===== config.mk =====
export PLATFORM = sky130hd
export DESIGN_NAME = pixel_frame_assembler_flat
export DESIGN_NICKNAME = d
export VERILOG_FILES = /design/src/rtl/pixel_frame_assembler_if.sv /design/src/rtl/pixel_frame_assembler.sv /design/src/flat_wrapper.sv
export SDC_FILE = /design/constraint.sdc
export NUM_CORES = 1
export LEC_CHECK = 0
export BUFFER_PORTS_ARGS = -buffer_cell sky130_fd_sc_hd__buf_2
export CAP_MARGIN = 10
export CORE_UTILIZATION = 45
export CTS_BUF_LIST = sky130_fd_sc_hd__clkbuf_4 sky130_fd_sc_hd__clkbuf_8
export CTS_CLUSTER_SIZE = 28
export DETAILED_ROUTE_END_ITERATION = 7
export GPL_TIMING_DRIVEN = 0
export PLACE_DENSITY = 0.74
export RECOVER_POWER = 50
export SLEW_MARGIN = 0
export SYNTH_ARGS = -nofsm -noshare
export SYNTH_HDL_FRONTEND = slang
export SYNTH_SLANG_ARGS = --single-unit

===== constraint.sdc =====
create_clock -name clk -period 2 [get_ports clk]
set_input_delay 0.2 -clock clk [delete_from_list [all_inputs] [get_ports clk]]
set_output_delay 0.2 -clock clk [all_outputs]
set_load 0.02 [all_outputs]

===== src/rtl/pixel_frame_assembler_if.sv =====
// Byte-stream input and pixel/frame output bundle of the pixel frame assembler.
// The slave modport is the assembler's view; master is the FIFO/RAM side.
interface pixel_frame_assembler_if #(
    parameter int IMG_WIDTH  = 8,
    parameter int IMG_HEIGHT = 10
);
    localparam int ADDR_W = $clog2(IMG_WIDTH * IMG_HEIGHT);

    logic              empty;
    logic [7:0]        pop_data;
    logic              pop;
    logic [1:0]        pix_fmt;
    logic [23:0]       rgb_data;
    logic              pixel_done;
    logic [ADDR_W-1:0] pixel_cnt;
    logic              frame_done;
    logic [7:0]        frame_cnt;
    logic              busy;
    logic              timeout_err;

    modport master (
        output empty, pop_data, pix_fmt,
        input  pop, rgb_data, pixel_done, pixel_cnt, frame_done, frame_cnt, busy, timeout_err
    );

    modport slave (
        input  empty, pop_data, pix_fmt,
        output pop, rgb_data, pixel_done, pixel_cnt, frame_done, frame_cnt, busy, timeout_err
    );
endinterface


===== src/rtl/pixel_frame_assembler.sv =====
// Waits for a sync byte, then assembles RGB888/RGB565/GRAY8 pixels from a FWFT byte FIFO
// into RAM write strobes, with frame completion pulse, frame counter and idle-timeout abort.
module pixel_frame_assembler #(
    parameter int         DATA_WIDTH  = 8,
    parameter int         IMG_WIDTH   = 8,
    parameter int         IMG_HEIGHT  = 10,
    parameter logic [7:0] SYNC_BYTE   = 8'hAA,
    parameter int         TIMEOUT_CYC = 100000
) (
    input  logic                  clk,
    input  logic                  reset,
    pixel_frame_assembler_if.slave bus
);
    localparam int NUM_PIX = IMG_WIDTH * IMG_HEIGHT;
    localparam int ADDR_W  = $clog2(NUM_PIX);
    localparam int IDLE_W  = $clog2(TIMEOUT_CYC);
    localparam logic [ADDR_W-1:0] LAST_ADDR = ADDR_W'(NUM_PIX - 1);
    localparam logic [IDLE_W-1:0] IDLE_MAX  = IDLE_W'(TIMEOUT_CYC - 1);

    typedef enum logic [1:0] {IDLE, COLLECT, DONE} state_t;

    state_t                state_reg, state_next;
    logic [1:0]            fmt_reg, fmt_next;
    logic [1:0]            byte_idx_reg, byte_idx_next;
    logic [DATA_WIDTH-1:0] b0_reg, b0_next;
    logic [DATA_WIDTH-1:0] b1_reg, b1_next;
    logic [23:0]           rgb_reg, rgb_next;
    logic                  pixel_done_reg, pixel_done_next;
    logic [ADDR_W-1:0]     pixel_cnt_reg, pixel_cnt_next;
    logic [7:0]            frame_cnt_reg, frame_cnt_next;
    logic                  timeout_reg, timeout_next;
    logic [IDLE_W-1:0]     idle_reg, idle_next;

    logic        pop_int;
    logic        last_hold;
    logic [1:0]  last_idx;
    logic [15:0] w565;

    // The cycle showing the final pixel's write must not consume a byte of the next frame.
    assign last_hold = pixel_done_reg && (pixel_cnt_reg == LAST_ADDR);
    assign pop_int   = reset && !bus.empty &&
                       ((state_reg == IDLE) || ((state_reg == COLLECT) && !last_hold));
    assign w565      = {b0_reg, bus.pop_data};

    always_comb begin
        state_next      = state_reg;
        fmt_next        = fmt_reg;
        byte_idx_next   = byte_idx_reg;
        b0_next         = b0_reg;
        b1_next         = b1_reg;
        rgb_next        = rgb_reg;
        pixel_done_next = 1'b0;
        pixel_cnt_next  = pixel_cnt_reg;
        frame_cnt_next  = frame_cnt_reg;
        timeout_next    = timeout_reg;
        idle_next       = idle_reg;

        case (fmt_reg)
            2'd1:    last_idx = 2'd1;
            2'd2:    last_idx = 2'd0;
            default: last_idx = 2'd2;
        endcase

        case (state_reg)
            IDLE: begin
                if (pop_int && (bus.pop_data == SYNC_BYTE)) begin
                    fmt_next       = bus.pix_fmt;
                    byte_idx_next  = 2'd0;
                    pixel_cnt_next = '0;
                    idle_next      = '0;
                    timeout_next   = 1'b0;
                    state_next     = COLLECT;
                end
            end
            COLLECT: begin
                if (pixel_done_reg)
                    pixel_cnt_next = (pixel_cnt_reg == LAST_ADDR) ? '0 : pixel_cnt_reg + 1'b1;
                if (last_hold) begin
                    state_next     = DONE;
                    frame_cnt_next = frame_cnt_reg + 8'd1;
                end else if (pop_int) begin
                    idle_next = '0;
                    if (byte_idx_reg == 2'd0) b0_next = bus.pop_data;
                    if (byte_idx_reg == 2'd1) b1_next = bus.pop_data;
                    if (byte_idx_reg == last_idx) begin
                        byte_idx_next   = 2'd0;
                        pixel_done_next = 1'b1;
                        case (fmt_reg)
                            2'd1:    rgb_next = {w565[15:11], w565[15:13], w565[10:5], w565[10:9],
                                                 w565[4:0], w565[4:2]};
                            2'd2:    rgb_next = {bus.pop_data, bus.pop_data, bus.pop_data};
                            default: rgb_next = {b0_reg, b1_reg, bus.pop_data};
                        endcase
                    end else begin
                        byte_idx_next = byte_idx_reg + 2'd1;
                    end
                end else if (idle_reg == IDLE_MAX) begin
                    // Stalled source: abandon the partial frame and resynchronise.
                    timeout_next   = 1'b1;
                    pixel_cnt_next = '0;
                    byte_idx_next  = 2'd0;
                    idle_next      = '0;
                    state_next     = IDLE;
                end else begin
                    idle_next = idle_reg + 1'b1;
                end
            end
            DONE:    state_next = IDLE;
            default: state_next = IDLE;
        endcase
    end

    always_ff @(posedge clk) begin
        if (!reset) begin
            state_reg      <= IDLE;
            fmt_reg        <= 2'd0;
            byte_idx_reg   <= 2'd0;
            b0_reg         <= '0;
            b1_reg         <= '0;
            rgb_reg        <= '0;
            pixel_done_reg <= 1'b0;
            pixel_cnt_reg  <= '0;
            frame_cnt_reg  <= '0;
            timeout_reg    <= 1'b0;
            idle_reg       <= '0;
        end else begin
            state_reg      <= state_next;
            fmt_reg        <= fmt_next;
            byte_idx_reg   <= byte_idx_next;
            b0_reg         <= b0_next;
            b1_reg         <= b1_next;
            rgb_reg        <= rgb_next;
            pixel_done_reg <= pixel_done_next;
            pixel_cnt_reg  <= pixel_cnt_next;
            frame_cnt_reg  <= frame_cnt_next;
            timeout_reg    <= timeout_next;
            idle_reg       <= idle_next;
        end
    end

    assign bus.pop         = pop_int;
    assign bus.rgb_data    = rgb_reg;
    assign bus.pixel_done  = pixel_done_reg;
    assign bus.pixel_cnt   = pixel_cnt_reg;
    assign bus.frame_done  = (state_reg == DONE);
    assign bus.frame_cnt   = frame_cnt_reg;
    assign bus.busy        = (state_reg != IDLE);
    assign bus.timeout_err = timeout_reg;
endmodule


===== src/flat_wrapper.sv =====
// flat-port wrapper written by rule: the top's interface ports become plain ports
module pixel_frame_assembler_flat 
#(
    parameter int         DATA_WIDTH  = 8,
    parameter int         IMG_WIDTH   = 8,
    parameter int         IMG_HEIGHT  = 10,
    parameter logic [7:0] SYNC_BYTE   = 8'hAA,
    parameter int         TIMEOUT_CYC = 100000
)
  (clk, reset, bus_empty, bus_pop_data, bus_pix_fmt, bus_pop, bus_rgb_data, bus_pixel_done, bus_pixel_cnt, bus_frame_done, bus_frame_cnt, bus_busy, bus_timeout_err);
  pixel_frame_assembler_if #(.IMG_WIDTH(IMG_WIDTH), .IMG_HEIGHT(IMG_HEIGHT)) bus_i ();
  input  logic clk;
  input  logic reset;
  input wire logic [$bits(bus_i.empty)-1:0] bus_empty;
  input wire logic [$bits(bus_i.pop_data)-1:0] bus_pop_data;
  input wire logic [$bits(bus_i.pix_fmt)-1:0] bus_pix_fmt;
  output wire logic [$bits(bus_i.pop)-1:0] bus_pop;
  output wire logic [$bits(bus_i.rgb_data)-1:0] bus_rgb_data;
  output wire logic [$bits(bus_i.pixel_done)-1:0] bus_pixel_done;
  output wire logic [$bits(bus_i.pixel_cnt)-1:0] bus_pixel_cnt;
  output wire logic [$bits(bus_i.frame_done)-1:0] bus_frame_done;
  output wire logic [$bits(bus_i.frame_cnt)-1:0] bus_frame_cnt;
  output wire logic [$bits(bus_i.busy)-1:0] bus_busy;
  output wire logic [$bits(bus_i.timeout_err)-1:0] bus_timeout_err;
  assign bus_i.empty = bus_empty;
  assign bus_i.pop_data = bus_pop_data;
  assign bus_i.pix_fmt = bus_pix_fmt;
  assign bus_pop = bus_i.pop;
  assign bus_rgb_data = bus_i.rgb_data;
  assign bus_pixel_done = bus_i.pixel_done;
  assign bus_pixel_cnt = bus_i.pixel_cnt;
  assign bus_frame_done = bus_i.frame_done;
  assign bus_frame_cnt = bus_i.frame_cnt;
  assign bus_busy = bus_i.busy;
  assign bus_timeout_err = bus_i.timeout_err;
  pixel_frame_assembler #(.DATA_WIDTH(DATA_WIDTH), .IMG_WIDTH(IMG_WIDTH), .IMG_HEIGHT(IMG_HEIGHT), .SYNC_BYTE(SYNC_BYTE), .TIMEOUT_CYC(TIMEOUT_CYC)) u_core (.clk(clk), .reset(reset), .bus(bus_i));
endmodule

==> flow_metrics.py <==
metrics = {
    "final_layout": {
        "multi_input_area_um2": 2442,
        "layout-area-overhead-vs-synth_pct": 26.13,
        "drive_gt1_share_pct": 19.64,
        "stdcell_area_um2": 5049,
        "largest_reg_flops": 24,
        "register_area_um2": 1624,
        "antennaDiodeCount": 0,
        "fillers": 778,
        "fin_nets": 566,
    },
    "power": {
        "power.net_switching_uw": 663.4,
        "power_density_nw_per_um2": 631.0,
        "ir_drop_mv": 0.4426,
        "swShare_pct": 20.83,
        "clkPwrFrac_pct": 46.1,
        "intPower_mw": 2.522,
        "p_leak_nw": 1.830,
        "seqPwrFrac_pct": 49.7,
        "p_total_mw": 3.185,
        "combPwrFrac_pct": 4.1,
    },
    "status": {
        "outcome": "finished with violations",
        "failed_checks": "setup timing",
    },
    "timing": {
        "worst_pin_slew_ns": 0.5975,
        "finClkSkew_ns": 0.009978,
        "slew_headroom_pct": 59.80,
        "rsz0062_at_grt": "yes",
        "period_share_pct": 101.3,
        "max_freq_ghz": 0.4934,
        "layout_setup_ws_ns": -0.02696,
        "worst_hold_slack_ns": 0.1284,
        "hold_viol_final": 0,
        "slew_viol_final": 0,
        "finalCriticalPeriod_ns": 2.027,
        "setup_viol": 3,
    },
    "synth": {
        "async_flop_share_pct": 0,
        "ys_warn_count": 0,
        "netlist-cell-type-count": 56,
        "synthFlopType": "dfxtp_1",
        "netlist_instances": 466,
        "syn_area_um2": 4003,
        "synth_top_area_share_pct": 40.01,
        "ys_seq_area_share_pct": 40.01,
        "syn-num-nets": 486,
        "synth_area_leaders": "dfxtp_1, nand2_1, a22oi_1, a21boi_0, nand3_1",
        "synth_common_cells": "dfxtp_1, nand2_1, nand3_1",
        "synth.largest_area_cell": "dfxtp_1",
        "synth_edf_count": 0,
        "syn_area_per_cell_um2": 8.589,
        "yosysMostFrequentCell": "dfxtp_1",
        "synth_seq_cells": 80,
    },
    "critical_path": {
        "critPathKind": "reg2reg",
        "path_max_fanout": 7,
        "cpMaxStageDelayCell": "or4_4",
        "worstPathArrival_ns": 2.32,
        "cp-start-kind": "register",
        "cp_data_required_time_ns": 2.29,
        "reg2regPathDepth": 7,
        "cpPeakStageDelay_ns": 0.51,
        "timing.rr.start": "u_core.state_reg[1]$_SDFFE_PN0P_",
        "crit_path_cell_trace": "or3b_4 > a41o_1 > clkinv_4 > a21boi_4 > buf_6 > or4_4 > a21oi_2",
        "r2r_setup_slack_ns": -0.03,
        "r2r-end": "u_core.idle_reg[12]$_SDFFE_PN0P_",
        "worstSetupEndpointType": "register",
    },
    "drt": {
        "wl_met3_um": 628,
        "routed.top_layer": "met4",
        "drt_iter0_markers": 225,
        "avgRoutedWirePerCell_um": 16.71,
        "vias": 3846,
        "drc": 0,
        "wl_mm": 10.99,
        "firstDrtPassIters": 5,
        "wl_met2_mm": 5.186,
        "ant_nets": 0,
        "via_per_inst": 5.845,
        "met1_length_mm": 4.959,
    },
    "clock_network": {
        "path_clk_slew_ns": 0.08,
        "htree_levels": 3,
        "clock_sinks": 80,
        "cts-buffers-inserted": 9,
        "cts_tree": "done",
        "cts_buffer_depth": 2,
        "holdBufCountCts": 0,
        "clockRootBuffer": "clkbuf_8",
        "clk-insertion-delay-late_ns": 0.35,
    },
    "placed_design": {
        "dpl_cell_area_um2": 4423,
        "portBuffers": 52,
        "gp_congestion": 0.8822,
        "hpwlAfterDp_mm": 7.192,
        "pre_cts_slack_ns": -0.3539,
    },
    "hold_path": {
        "hold_class": "in2reg",
        "hp-start": "bus_pix_fmt[1]",
        "hold_end": "u_core.fmt_reg[1]$_SDFFE_PN0P_",
        "hold_depth": 3,
    },
    "floorplan": {
        "die_h_um": 96.31,
        "coreArea_um2": 8678,
        "rows": 34,
        "die_w_um": 96.31,
        "initial_utilization_pct": 46.12,
        "die_area_um2": 9276,
        "ios": 57,
    },
    "run": {
        "cap_violations": 0,
    },
    "grt": {
        "grt_pass1_vias": 3437,
        "grt_max_degree": 13,
        "antenna_found_initial": 0,
        "grt_overflow": 0,
        "grt_usage_pct": 23.61,
        "grt_first_pass_wirelength_mm": 16.84,
    },
}
[critical path, delay by kind of cell (launching register included)]
family,cells,cell delay [ns]
AOI/OAI and AO/OA,3,0.48
buffers and inverters,2,0.23
DFF,1,0.38
and+or+nand+nor,2,0.89
[what timing repair did]
item,CTS,global route
pin swaps,7,24
setup buffers,7,10
setup endpoints to repair,67,69
gates cloned,0,2
gates resized for setup,24,62
[cell usage in the layout, fill, tap and decap left out, drive strengths merged, types with 3 or more instances in the layout]
cell,instances
buf,41
o21ai,23
nand2,54
xnor2,5
nor2b,22
and3,5
or2,3
or4,10
o211a,14
a21boi,21
clkbuf,74
nand4,8
o31ai,11
bufinv,3
or3,3
nand3,29
mux2i,14
or4b,3
nor3,6
a21oi,24
xor2,5
nor2,6
dfxtp,80
and2,13
inv,13
a22oi,24
ha,7
[how the worst max path moves through the flow]
stage,from,endpoint,slack [ns],cells after the start
floorplan,u_core.bus.pixel_cnt[2]$_SDFFE_PN0P_,u_core.idle_reg[2]$_SDFFE_PN0P_,-0.003,9
global placement,bus_pop_data[3],u_core.idle_reg[11]$_SDFFE_PN0P_,-0.29,8
detailed placement,bus_pop_data[3],u_core.idle_reg[14]$_SDFFE_PN0P_,-0.35,8
CTS,u_core.state_reg[1]$_SDFFE_PN0P_,u_core.idle_reg[14]$_SDFFE_PN0P_,0.004,7
global route,u_core.state_reg[1]$_SDFFE_PN0P_,u_core.idle_reg[12]$_SDFFE_PN0P_,-0.06,7
finish,u_core.state_reg[1]$_SDFFE_PN0P_,u_core.idle_reg[12]$_SDFFE_PN0P_,-0.03,7
[cell families after synthesis]
| logic type | after synthesis | synth area share, % |
|---|---|---|
| AND/OR/NAND/NOR | 175 | 23.94 |
| adder cells (fa/ha/maj) | 7 | 2.188 |
| multiplexers | 14 | 3.501 |
| XOR/XNOR | 10 | 2.188 |
| AO/OA/AOI/OAI | 132 | 23.16 |
| flip-flops | 80 | 40.01 |
| buffers and inverters | 48 | 5.001 |
[power by group through the flow]
| stage | logic [mW] | registers (mW) | clock network, mW |
|---|---|---|---|
| final | 0.131 | 1.58 | 1.47 |
| after global routing | 0.138 | 1.58 | 1.57 |
| after CTS | 0.110 | 1.59 | 1.49 |
| after detailed placement | 0.0993 | 1.63 | 0 |
| after global placement | 0.0978 | 1.63 | 0 |
| after floorplan | 0.0561 | 1.63 | 0 |
[metrics by stage]
step	TNS (ns)	util, %	instances
final	-0.04448	58.17	658
after floorplan	-0.003324	-	466
after global placement	-11.15	50.97	626
after detailed placement	-13.64	50.97	626
after global routing	-0.5272	58.17	658
after CTS	0	55.26	647
[layer usage]
metal / global-route usage, % / vias to the layer above
met2: 37.35 / 143
met3: 4.423 / 23
met4: 8.701 / 0
met5: 0 / -
li1: - / 1858
met1: 31.89 / 1822
[final cells by class]
type	instances	area share (%)
inverters	14	1.140
plain buffers	32	3.544
clock inverters	3	1.784
multi-input cells	338	48.38
clock buffers	12	3.024
flip-flops and latches	80	32.17
repair buffers	71	7.286
well taps	108	2.677
Power figures use the tool's default switching activity.
